`src/rtl/inst_decode_stage.sv`:
```
// Instruction decode stage: opcode words -> ALU flags/ldi/arg/imm, two-word LDI, illegal flag, transfer counter.
// Latency 1 cycle from accepting the completing word; in_ready = ~out_valid | out_ready (holds upstream while stalled).
module inst_decode_stage #(
  parameter int OPC_W = 4,
  parameter int ARG_W = 4,
  parameter int IMM_W = 8,
  parameter int CNT_W = 16
) (
  input  logic                   clk,
  input  logic                   rst_n,
  input  logic                   in_valid,
  output logic                   in_ready,
  input  logic [OPC_W+ARG_W-1:0] in_word,
  output logic                   out_valid,
  input  logic                   out_ready,
  output logic [7:0]             out_alu_flags,
  output logic                   out_ldi,
  output logic [ARG_W-1:0]       out_arg,
  output logic [IMM_W-1:0]       out_imm,
  output logic                   out_illegal,
  output logic [CNT_W-1:0]       decode_count
);

  localparam int W = OPC_W + ARG_W;

  typedef enum logic {S_OP, S_IMM} state_t;

  state_t           state;
  logic [ARG_W-1:0] ldi_arg;
  logic [OPC_W-1:0] opc;
  logic [ARG_W-1:0] arg;
  logic [7:0]       dec_flags;
  logic             dec_ldi;
  logic             dec_illegal;
  logic             accept;
  logic             xfer;

  assign opc      = in_word[W-1 -: OPC_W];
  assign arg      = in_word[ARG_W-1:0];
  assign in_ready = ~out_valid | out_ready;
  assign accept   = in_valid & in_ready;
  assign xfer     = out_valid & out_ready;

  // Flag order is {ci,nb,ic,na,xo,no,sr,ss}.
  always_comb begin
    dec_flags   = 8'h00;
    dec_ldi     = 1'b0;
    dec_illegal = 1'b0;
    case (opc)
      OPC_W'(0): dec_flags = 8'b0000_0000;
      OPC_W'(1): dec_flags = 8'b1100_0000;
      OPC_W'(2): dec_flags = 8'b0010_0000;
      OPC_W'(3): dec_flags = 8'b0010_1100;
      OPC_W'(4): dec_flags = 8'b0111_1100;
      OPC_W'(5): dec_flags = 8'b0000_0010;
      OPC_W'(6): dec_flags = 8'b0000_0011;
      default: begin
        if (opc == {OPC_W{1'b1}}) dec_ldi = 1'b1;
        else                      dec_illegal = 1'b1;
      end
    endcase
  end

  always_ff @(posedge clk or negedge rst_n) begin
    if (!rst_n) begin
      state         <= S_OP;
      ldi_arg       <= '0;
      out_valid     <= 1'b0;
      out_alu_flags <= 8'h00;
      out_ldi       <= 1'b0;
      out_arg       <= '0;
      out_imm       <= '0;
      out_illegal   <= 1'b0;
      decode_count  <= '0;
    end else begin
      if (xfer) begin
        out_valid    <= 1'b0;
        decode_count <= decode_count + CNT_W'(1);
      end
      // accept implies the output register is empty or draining, so reloading it here is safe.
      if (accept) begin
        case (state)
          S_OP: begin
            if (dec_ldi) begin
              ldi_arg <= arg;
              state   <= S_IMM;
            end else begin
              out_valid     <= 1'b1;
              out_alu_flags <= dec_flags;
              out_ldi       <= 1'b0;
              out_arg       <= arg;
              out_imm       <= '0;
              out_illegal   <= dec_illegal;
            end
          end
          S_IMM: begin
            out_valid     <= 1'b1;
            out_alu_flags <= 8'h00;
            out_ldi       <= 1'b1;
            out_arg       <= ldi_arg;
            out_imm       <= in_word[IMM_W-1:0];
            out_illegal   <= 1'b0;
            state         <= S_OP;
          end
          default: state <= S_OP;
        endcase
      end
    end
  end

endmodule

```
`config.mk`:
```
export PLATFORM = sky130hd
export DESIGN_NAME = inst_decode_stage
export DESIGN_NICKNAME = d
export VERILOG_FILES = /design/src/rtl/inst_decode_stage.sv
export SDC_FILE = /design/constraint.sdc
export NUM_CORES = 1
export LEC_CHECK = 0
export CORE_AREA = 2 2 67 69
export CTS_CLUSTER_DIAMETER = 40
export DETAILED_ROUTE_END_ITERATION = 8
export DIE_AREA = 0 0 69 71
export GPL_ROUTABILITY_DRIVEN = 0
export GPL_TIMING_DRIVEN = 1
export PLACE_DENSITY_LB_ADDON = 0.2
export SETUP_SLACK_MARGIN = 0.1
export SYNTH_ARGS = -nofsm -noshare
export SYNTH_HDL_FRONTEND = slang
export SYNTH_SLANG_ARGS = --single-unit
export TNS_END_PERCENT = 20
```
`constraint.sdc`:
```
create_clock -name clk -period 1.5 [get_ports clk]
set_input_delay 0.15 -clock clk [delete_from_list [all_inputs] [get_ports clk]]
set_output_delay 0.15 -clock clk [all_outputs]
set_load 0.01 [all_outputs]
```
---- Yosys cells after proc, flatten, opt, wreduce, memory -nomap -nowiden ----
Cells that the tools add are included.
operators by class
  $add $sub $neg .......................... 1
  eq/ne operators ......................... 8
  mux-type cells .......................... 21
  bitwise operators ....................... 5
  reduce and logical (&&, ||, !) cells .... 4
operators by type and width
  operator               number
  $pmux 8 s6             1
  $pmux 8 s2             2
  $add 16x1->16 const B  1
  $mux 8                 2
  $eq 4x3->1 const B     3
  $mux 1                 10
  $eq 4x2->1 const B     2
  $pmux 1 s2             4
  $pmux 4 s2             1
  $reduce_or 7->1        1
  $eq 4x1->1 const B     1
  $eq 4x4->1 const B     1
  $logic_not 4->1        1
  $mux 4                 1
  $reduce_and 3->1       1
  $and 1x1->1            2
  $ne 2x2->1 const B     1
  $not 1->1              2
  $reduce_and 2->1       1
  $or 1x1->1             1
word-level totals
  flip-flop bits (word level) ............. 44
  input port bits ......................... 12
  output and inout port bits .............. 40
  logic and storage cells ................. 48

---- Logic depth before layout (Yosys ltp) ----
Gate-level depths: netlist of the first run.
  depth in word-level cells ............... 6
  mapped depth ............................ 6
  depth with buffers taken out ............ 5

---- Worst setup path before layout of the first run ----
No wires, ideal clock.
  path type ............................... flip-flop to flip-flop
  start ................................... register decode_count[0]
  end ..................................... register decode_count[12]
  setup time .............................. 0.126 ns
  arrival ................................. 1.323 ns
  required time ........................... 1.374 ns
  setup slack ............................. 0.051 ns
  cell stages (with the launch flop) ...... 6
  buffers on the path ..................... 0
  clock period less this slack ............ 1.449 ns
  cells stage by stage .................... dfrtp_1 -> ha_1 -> nand3_1 -> nor3_2 -> nand4_1 -> xnor2_1
on the way
  word-level cells in the longest chain between the ends .. 1
RTL lines
  element                 line  source
  start, declared         21    output logic [CNT_W-1:0] decode_count
  start signal, assigned  78    decode_count <= decode_count + CNT_W'(1);
  $add 16x1->16           78
No other way between the ends.
A chain may end at the register's enable or synchronous reset.

---- Worst setup path after layout of the first run ----
  start ................................... register decode_count[0]
  end ..................................... register decode_count[14]
Same word-level chain as after synthesis.

==> flow_metrics.py, run 1 <==
metrics = {
    "clock_tree": {
        "clk_pin_slew_worst_paths_ps": 80,
        "clkSinkCount": 43,
        "root_buffer": "clkbuf_8",
        "insertion_delay_ps": 290,
        "cts_tree": "yes",
        "clock_path_buffers": 2,
        "cts-buffers-inserted": 5,
        "htreeDepth": 2,
    },
    "route": {
        "detail-route-antenna-nets": 0,
        "num_vias": 1605,
        "vias_per_cell": 5.42,
        "drt_pre_antenna_iters": 4,
        "wl_met2_um": 2300,
        "met3_length_um": 206,
        "wl_met1_um": 2110,
        "drt_drc_violations_left": 0,
        "topRoutingLayerUsed": "met4",
        "wl_per_cell_um": 15.8,
        "wl_um": 4660,
        "first_iter_violations": 99,
    },
    "timing": {
        "holdWs_ps": 456,
        "relSlewSlack": 0.647,
        "skew_ps": 6.82,
        "tightest_slew_ps": 529,
        "slew_viol_final": 0,
        "fin_crit_ps": 1440,
        "clock.fmax_mhz": 697,
        "rsz0062_at_grt": "yes",
        "fin_tns_setup_ps": 0,
        "hold_viol": 0,
        "min_period_over_period": 0.957,
        "setup_viol": 0,
    },
    "setup_path": {
        "regToRegSetupSlack_ps": 60,
        "cp-startpoint": "decode_count[0]",
        "crit_chain": "ha_2 -> nand3_2 -> nor3_4 -> nand4_1 -> xnor2_1",
        "r2r_start": "decode_count[0]",
        "slowest_stage": "dfrtp_1",
        "worstPathArrival_ps": 1610,
        "reg2reg_depth": 5,
        "endpoint_kind": "register",
        "crit_required_ps": 1680,
        "path_class": "reg -> reg",
        "worst_r2r_endpoint": "decode_count[14]",
        "start_kind": "register",
        "critPathMaxStageDelay_ps": 430,
        "cp_max_fo": 5,
    },
    "floorplanning": {
        "dieHeight_um": 71,
        "rows": 24,
        "ios": 52,
        "fp.coreArea_um2": 4200,
        "start_util": 0.458,
        "fp.dieW_um": 69,
        "die_area_um2": 4900,
    },
    "power": {
        "power_frac_comb": 0.290,
        "p_sw_uw": 917,
        "peakVddDrop_v": 0.000809,
        "p_seq_frac": 0.484,
        "p_per_area_nw_per_um2": 1100,
        "internal_power_uw": 2150,
        "clkPwrFrac": 0.226,
        "p_leak_uw": 0.00129,
        "netSwitchingFraction": 0.299,
    },
    "layout": {
        "layout_common_cells": "dfrtp_1, clkdlybuf4s50_1, buf_4, dlygate4sd2_1, nand2_1",
        "design_area_um2": 2790,
        "drive_gt1_frac": 0.209,
        "fin_nets": 256,
        "final_common_cell": "dfrtp_1",
        "diodes": 0,
        "area_growth_pct": 44.6,
    },
    "global_route": {
        "antenna_found_initial": 0,
        "grt_pass1_wl_um": 7740,
        "overflow": 0,
        "grt_pass1_vias": 1611,
        "globalRouteTotalUtil": 0.198,
        "grt_max_degree": 44,
    },
    "yosys": {
        "synth_nets": 178,
        "synth_cell_types": 37,
        "synth_largest_area_cell": "dfrtp_1",
        "ys_seq_elements": 43,
        "syn_area_per_cell_um2": 11.7,
        "yosys_warnings": 0,
        "synth_area_leaders": "dfrtp_1, a22o_1, xnor2_1",
        "ys_seq_area_frac": 0.558,
        "syn_area_um2": 1930,
        "synthCells": 165,
        "yosysTopAreaCellShare": 0.558,
    },
    "hold_path": {
        "holdCritPathClass": "in -> async",
    },
    "placement": {
        "dp_hpwl_um": 3300,
        "io_buffers": 51,
        "postPlaceCellArea_um2": 2610,
    },
    "run_status": {
        "status": "finished clean",
    },
    "flow_run": {
        "maxCapViolCount": 0,
    },
}
==> critical path, delay by kind of cell, from the launching register on <==
| family | cells | cell delay [ps] |
|---|---|---|
| xor+xnor | 1 | 150 |
| simple gates | 3 | 520 |
| fa+ha+maj | 1 | 220 |
| flops | 1 | 430 |
==> power by group through the flow <==
stage          sequential, uW  clock, uW  combinational [uW]
2_1_floorplan            1530          0                 292
3_3_place_gp             1490          0                 742
3_5_place_dp             1500          0                 757
4_1_cts                  1470        706                 797
5_1_grt                  1510        756                 955
6_report                 1480        693                 889
==> synthesized netlist by cell type, drive strengths merged <==
library cell,count
o21ai,6
nand2b,2
nor3,4
nand3,11
a21oi,5
mux2i,1
nor2,6
nor4,1
o211ai,1
o21a,2
o22ai,9
a32oi,2
xnor2,10
ha,1
a22o,10
and2,2
buf,8
nand4,5
mux2,5
a32o,1
inv,1
nor2b,2
dfrtp,43
and3,3
and4,1
nand2,14
xor2,7
a31oi,1
a21o,1
==> layer usage <==
| layer | global-route usage | vias up |
|---|---|---|
| li1 | - | 760 |
| met1 | 0.274 | 791 |
| met2 | 0.323 | 49 |
| met3 | 0.0356 | 5 |
| met4 | 0.0588 | 0 |
| met5 | 0 | - |
==> cell families after synthesis <==
logic type,count (synthesis),synth area share
and+or+nand+nor,51,0.155
DFF,43,0.558
AOI/OAI and AO/OA,38,0.139
xor gates and xnor gates,17,0.0773
buffers and inverters,9,0.0299
muxes,6,0.0344
adders and majority gates,1,0.00649
==> layout make-up <==
cell class | instances | area [um2]
timing repair buffer | 79 | 704
fill | 341 | 1420
clock buffer | 7 | 76.3
tap | 52 | 65.1
inverter | 1 | 3.75
clock inverter | 1 | 5.00
sequential | 43 | 1080
multi-input combinational | 113 | 855
==> flip-flops by register name, indices dropped and copies added (netlist names), 4 cells and up <==
register and cells:
ldi_arg 4, out_alu_flags 7, out_imm 8, decode_count 16
out_arg 4
==> timing repair <==
| action | 4_1_cts | 5_1_grt |
|---|---|---|
| hold endpoints to repair | 43 | 0 |
| endpoints found under the setup margin | 33 | 35 |
| hold buffers | 1 | 0 |
| gates resized for setup | 18 | 8 |
| pin swaps | 0 | 4 |
| buffers inserted | 3 | 3 |
==> worst max path at each step <==
| stage | endpoint | slack [ps] | cells past startpoint |
|---|---|---|---|
| 2_1_floorplan | ldi_arg[0] | 90 | 5 |
| 3_3_place_gp | ldi_arg[0] | -230 | 5 |
| 3_5_place_dp | out_alu_flags[1] | -300 | 6 |
| 4_1_cts | decode_count[13] | 80 | 6 |
| 5_1_grt | decode_count[9] | -10 | 4 |
| 6_report | decode_count[14] | 60 | 5 |
==> per-stage QoR <==
step / total power, uW / std cells / setup slack (ps) / utilization
global placement: 2230 / 281 / -227 / 0.620
CTS: 2970 / 293 / 78.8 / 0.646
global route: 3220 / 296 / -13.5 / 0.663
finish: 3060 / 296 / 64.9 / 0.663
floorplan: 1820 / 165 / 91.9 / -
detailed placement: 2260 / 281 / -295 / 0.620
No activity file was read; power rests on OpenSTA's default activity.
==> run 2, diff against run 1 <==
CORE_AREA = 2 2 66 68   (was 2 2 67 69)
CTS_BUF_LIST = sky130_fd_sc_hd__clkbuf_8   (was unset)
DIE_AREA = 0 0 68 70   (was 0 0 69 71)
RECOVER_POWER = 50   (was unset)
==> flow_metrics.py, run 2 (same netlist as run 1, synthesis figures left out) <==
metrics = {
    "floorplanning": {
        "die_area_um2": 4760,
        "fp.dieW_um": 68,
        "dieHeight_um": 70,
        "start_util": 0.465,
        "ios": 52,
        "fp.coreArea_um2": 4140,
        "rows": 24,
    },
    "placement": {
        "place_ws_ps": -274,
        "postPlaceCellArea_um2": 2620,
        "dp_cells": 283,
        "dp_hpwl_um": 3360,
        "io_buffers": 51,
    },
    "clock_tree": {
        "clk_pin_slew_worst_paths_ps": 80,
        "clock_path_buffers": 2,
        "root_buffer": "clkbuf_8",
        "htreeDepth": 2,
        "cts_tree": "yes",
        "cts-buffers-inserted": 5,
        "clkSinkCount": 43,
        "insertion_delay_ps": 290,
    },
    "route": {
        "drt_drc_violations_left": 0,
        "detail-route-antenna-nets": 0,
        "vias_per_cell": 5.44,
        "first_iter_violations": 122,
        "num_vias": 1617,
        "drt_pre_antenna_iters": 4,
        "wl_per_cell_um": 15.6,
        "wl_um": 4630,
    },
    "setup_path": {
        "crit_chain": "ha_2 -> nand3_2 -> nor3_4 -> nand4_1 -> xnor2_1",
        "cp_max_fo": 5,
        "worstPathArrival_ps": 1610,
        "regToRegSetupSlack_ps": 70,
        "endpoint_kind": "register",
        "path_buf_inv": 0,
        "crit_required_ps": 1670,
        "path_delay_family": "simple AND/OR/NAND/NOR gates",
        "path_depth": 5,
        "path_class": "reg -> reg",
        "critPathMaxStageDelay_ps": 410,
        "start_kind": "register",
        "slowest_stage": "dfrtp_1",
        "reg2reg_depth": 5,
    },
    "layout": {
        "layout_common_cells": "dfrtp_1, buf_4, clkdlybuf4s50_1, nand2_1, clkdlybuf4s25_1",
        "diodes": 0,
        "final_cell_count_no_fill": 297,
        "design_area_um2": 2850,
        "fin_nets": 257,
        "area_growth_pct": 47.8,
        "top_regs": "decode_count x16, out_imm x8, out_alu_flags x7",
        "final_common_cell": "dfrtp_1",
        "drive_gt1_frac": 0.233,
        "regMostFlops": "decode_count",
        "fillers": 318,
        "largest_reg_flops": 16,
    },
    "timing": {
        "skew_ps": 7.59,
        "hold_viol": 0,
        "clock.fmax_mhz": 697,
        "tightest_slew_ps": 549,
        "fin_ws_ps": 65.8,
        "min_period_over_period": 0.956,
        "rsz0062_at_grt": "yes",
        "setup_viol": 0,
        "slew_viol_final": 0,
        "relSlewSlack": 0.634,
        "fin_crit_ps": 1430,
    },
    "hold_path": {
        "holdCritPathClass": "in -> async",
    },
    "run_status": {
        "status": "finished clean",
    },
    "global_route": {
        "overflow": 0,
        "grt_max_degree": 23,
        "antenna_found_initial": 0,
        "globalRouteTotalUtil": 0.209,
        "grt_pass1_wl_um": 7610,
        "grt_pass1_vias": 1629,
    },
    "flow_run": {
        "maxCapViolCount": 0,
    },
    "power": {
        "p_leak_uw": 0.00142,
        "peakVddDrop_v": 0.000720,
        "p_per_area_nw_per_um2": 1150,
    },
}
## run 2: cell types whose count changed in the layout (fill, tap and decap cells not counted), moves of 3 or more
cell	change
clkdlybuf4s25_1	+12
dlygate4sd2_1	-12
clkdlybuf4s50_1	-11
dlymetal6s2s_1	+11
dfrtp_1	-3
dfrtp_2	+3
## run 2: area by class of cell
class                      instances  area, um2  share of cell area
clock buffer                       6       82.6              0.0290
clock inverter                     2       35.0              0.0123
inverter                           1       3.75             0.00132
multi-input combinational        113        830               0.291
sequential                        43       1080               0.380
tap                               52       65.1              0.0228
timing repair buffer              80        751               0.264
## run 2: what timing repair did
item | CTS | global route
pin swaps | 0 | 5
gates resized for setup | 5 | 32
hold buffers | 1 | 0
endpoints found under the setup margin | 33 | 44
buffers inserted | 1 | 4
endpoints found under the hold margin | 20 | 0
## run 2: path summary, 6_finish.rpt
path / startpoint / to
worst min register to register: out_alu_flags[7] / out_alu_flags[7]
min in group clk: out_alu_flags[7] / out_alu_flags[7]
worst min-delay path: rst_n / decode_count[13]
worst max register to register: decode_count[1] / decode_count[14]
max in group asynchronous: rst_n / out_imm[5]
worst max-delay path: decode_count[1] / decode_count[14]
## run 2: where the power goes
| part | internal, uW | switching (uW) | total (uW) |
|---|---|---|---|
| Sequential | 1320 | 146 | 1460 |
| Clock | 539 | 383 | 922 |
| Combinational | 506 | 376 | 882 |
| Total | 2360 | 905 | 3270 |
## run 2: stage by stage
step           setup TNS (ps)   util  total power [uW]  hold WS (ps)
6_report                    0  0.687              3270           366
5_1_grt                 -20.9  0.687              3430           433
4_1_cts                     0  0.666              3210           359
3_5_place_dp            -4850  0.633              2270           145
3_3_place_gp            -3940  0.633              2230           147
2_1_floorplan               0      -              1820          -146
## run 2: metal layers
metal | vias up | wire length, um | track usage
met4 | 0 | 51 | 0.0622
li1 | 757 | - | -
met2 | 52 | 2330 | 0.327
met5 | - | 0 | 0
met3 | 7 | 240 | 0.0451
met1 | 801 | 2010 | 0.291
==> run 3, diff against run 2 <==
CAP_MARGIN = 20   (was unset)
==> results of run 3 <==
Final layout, timing and power as in run 2 (identical DEF).
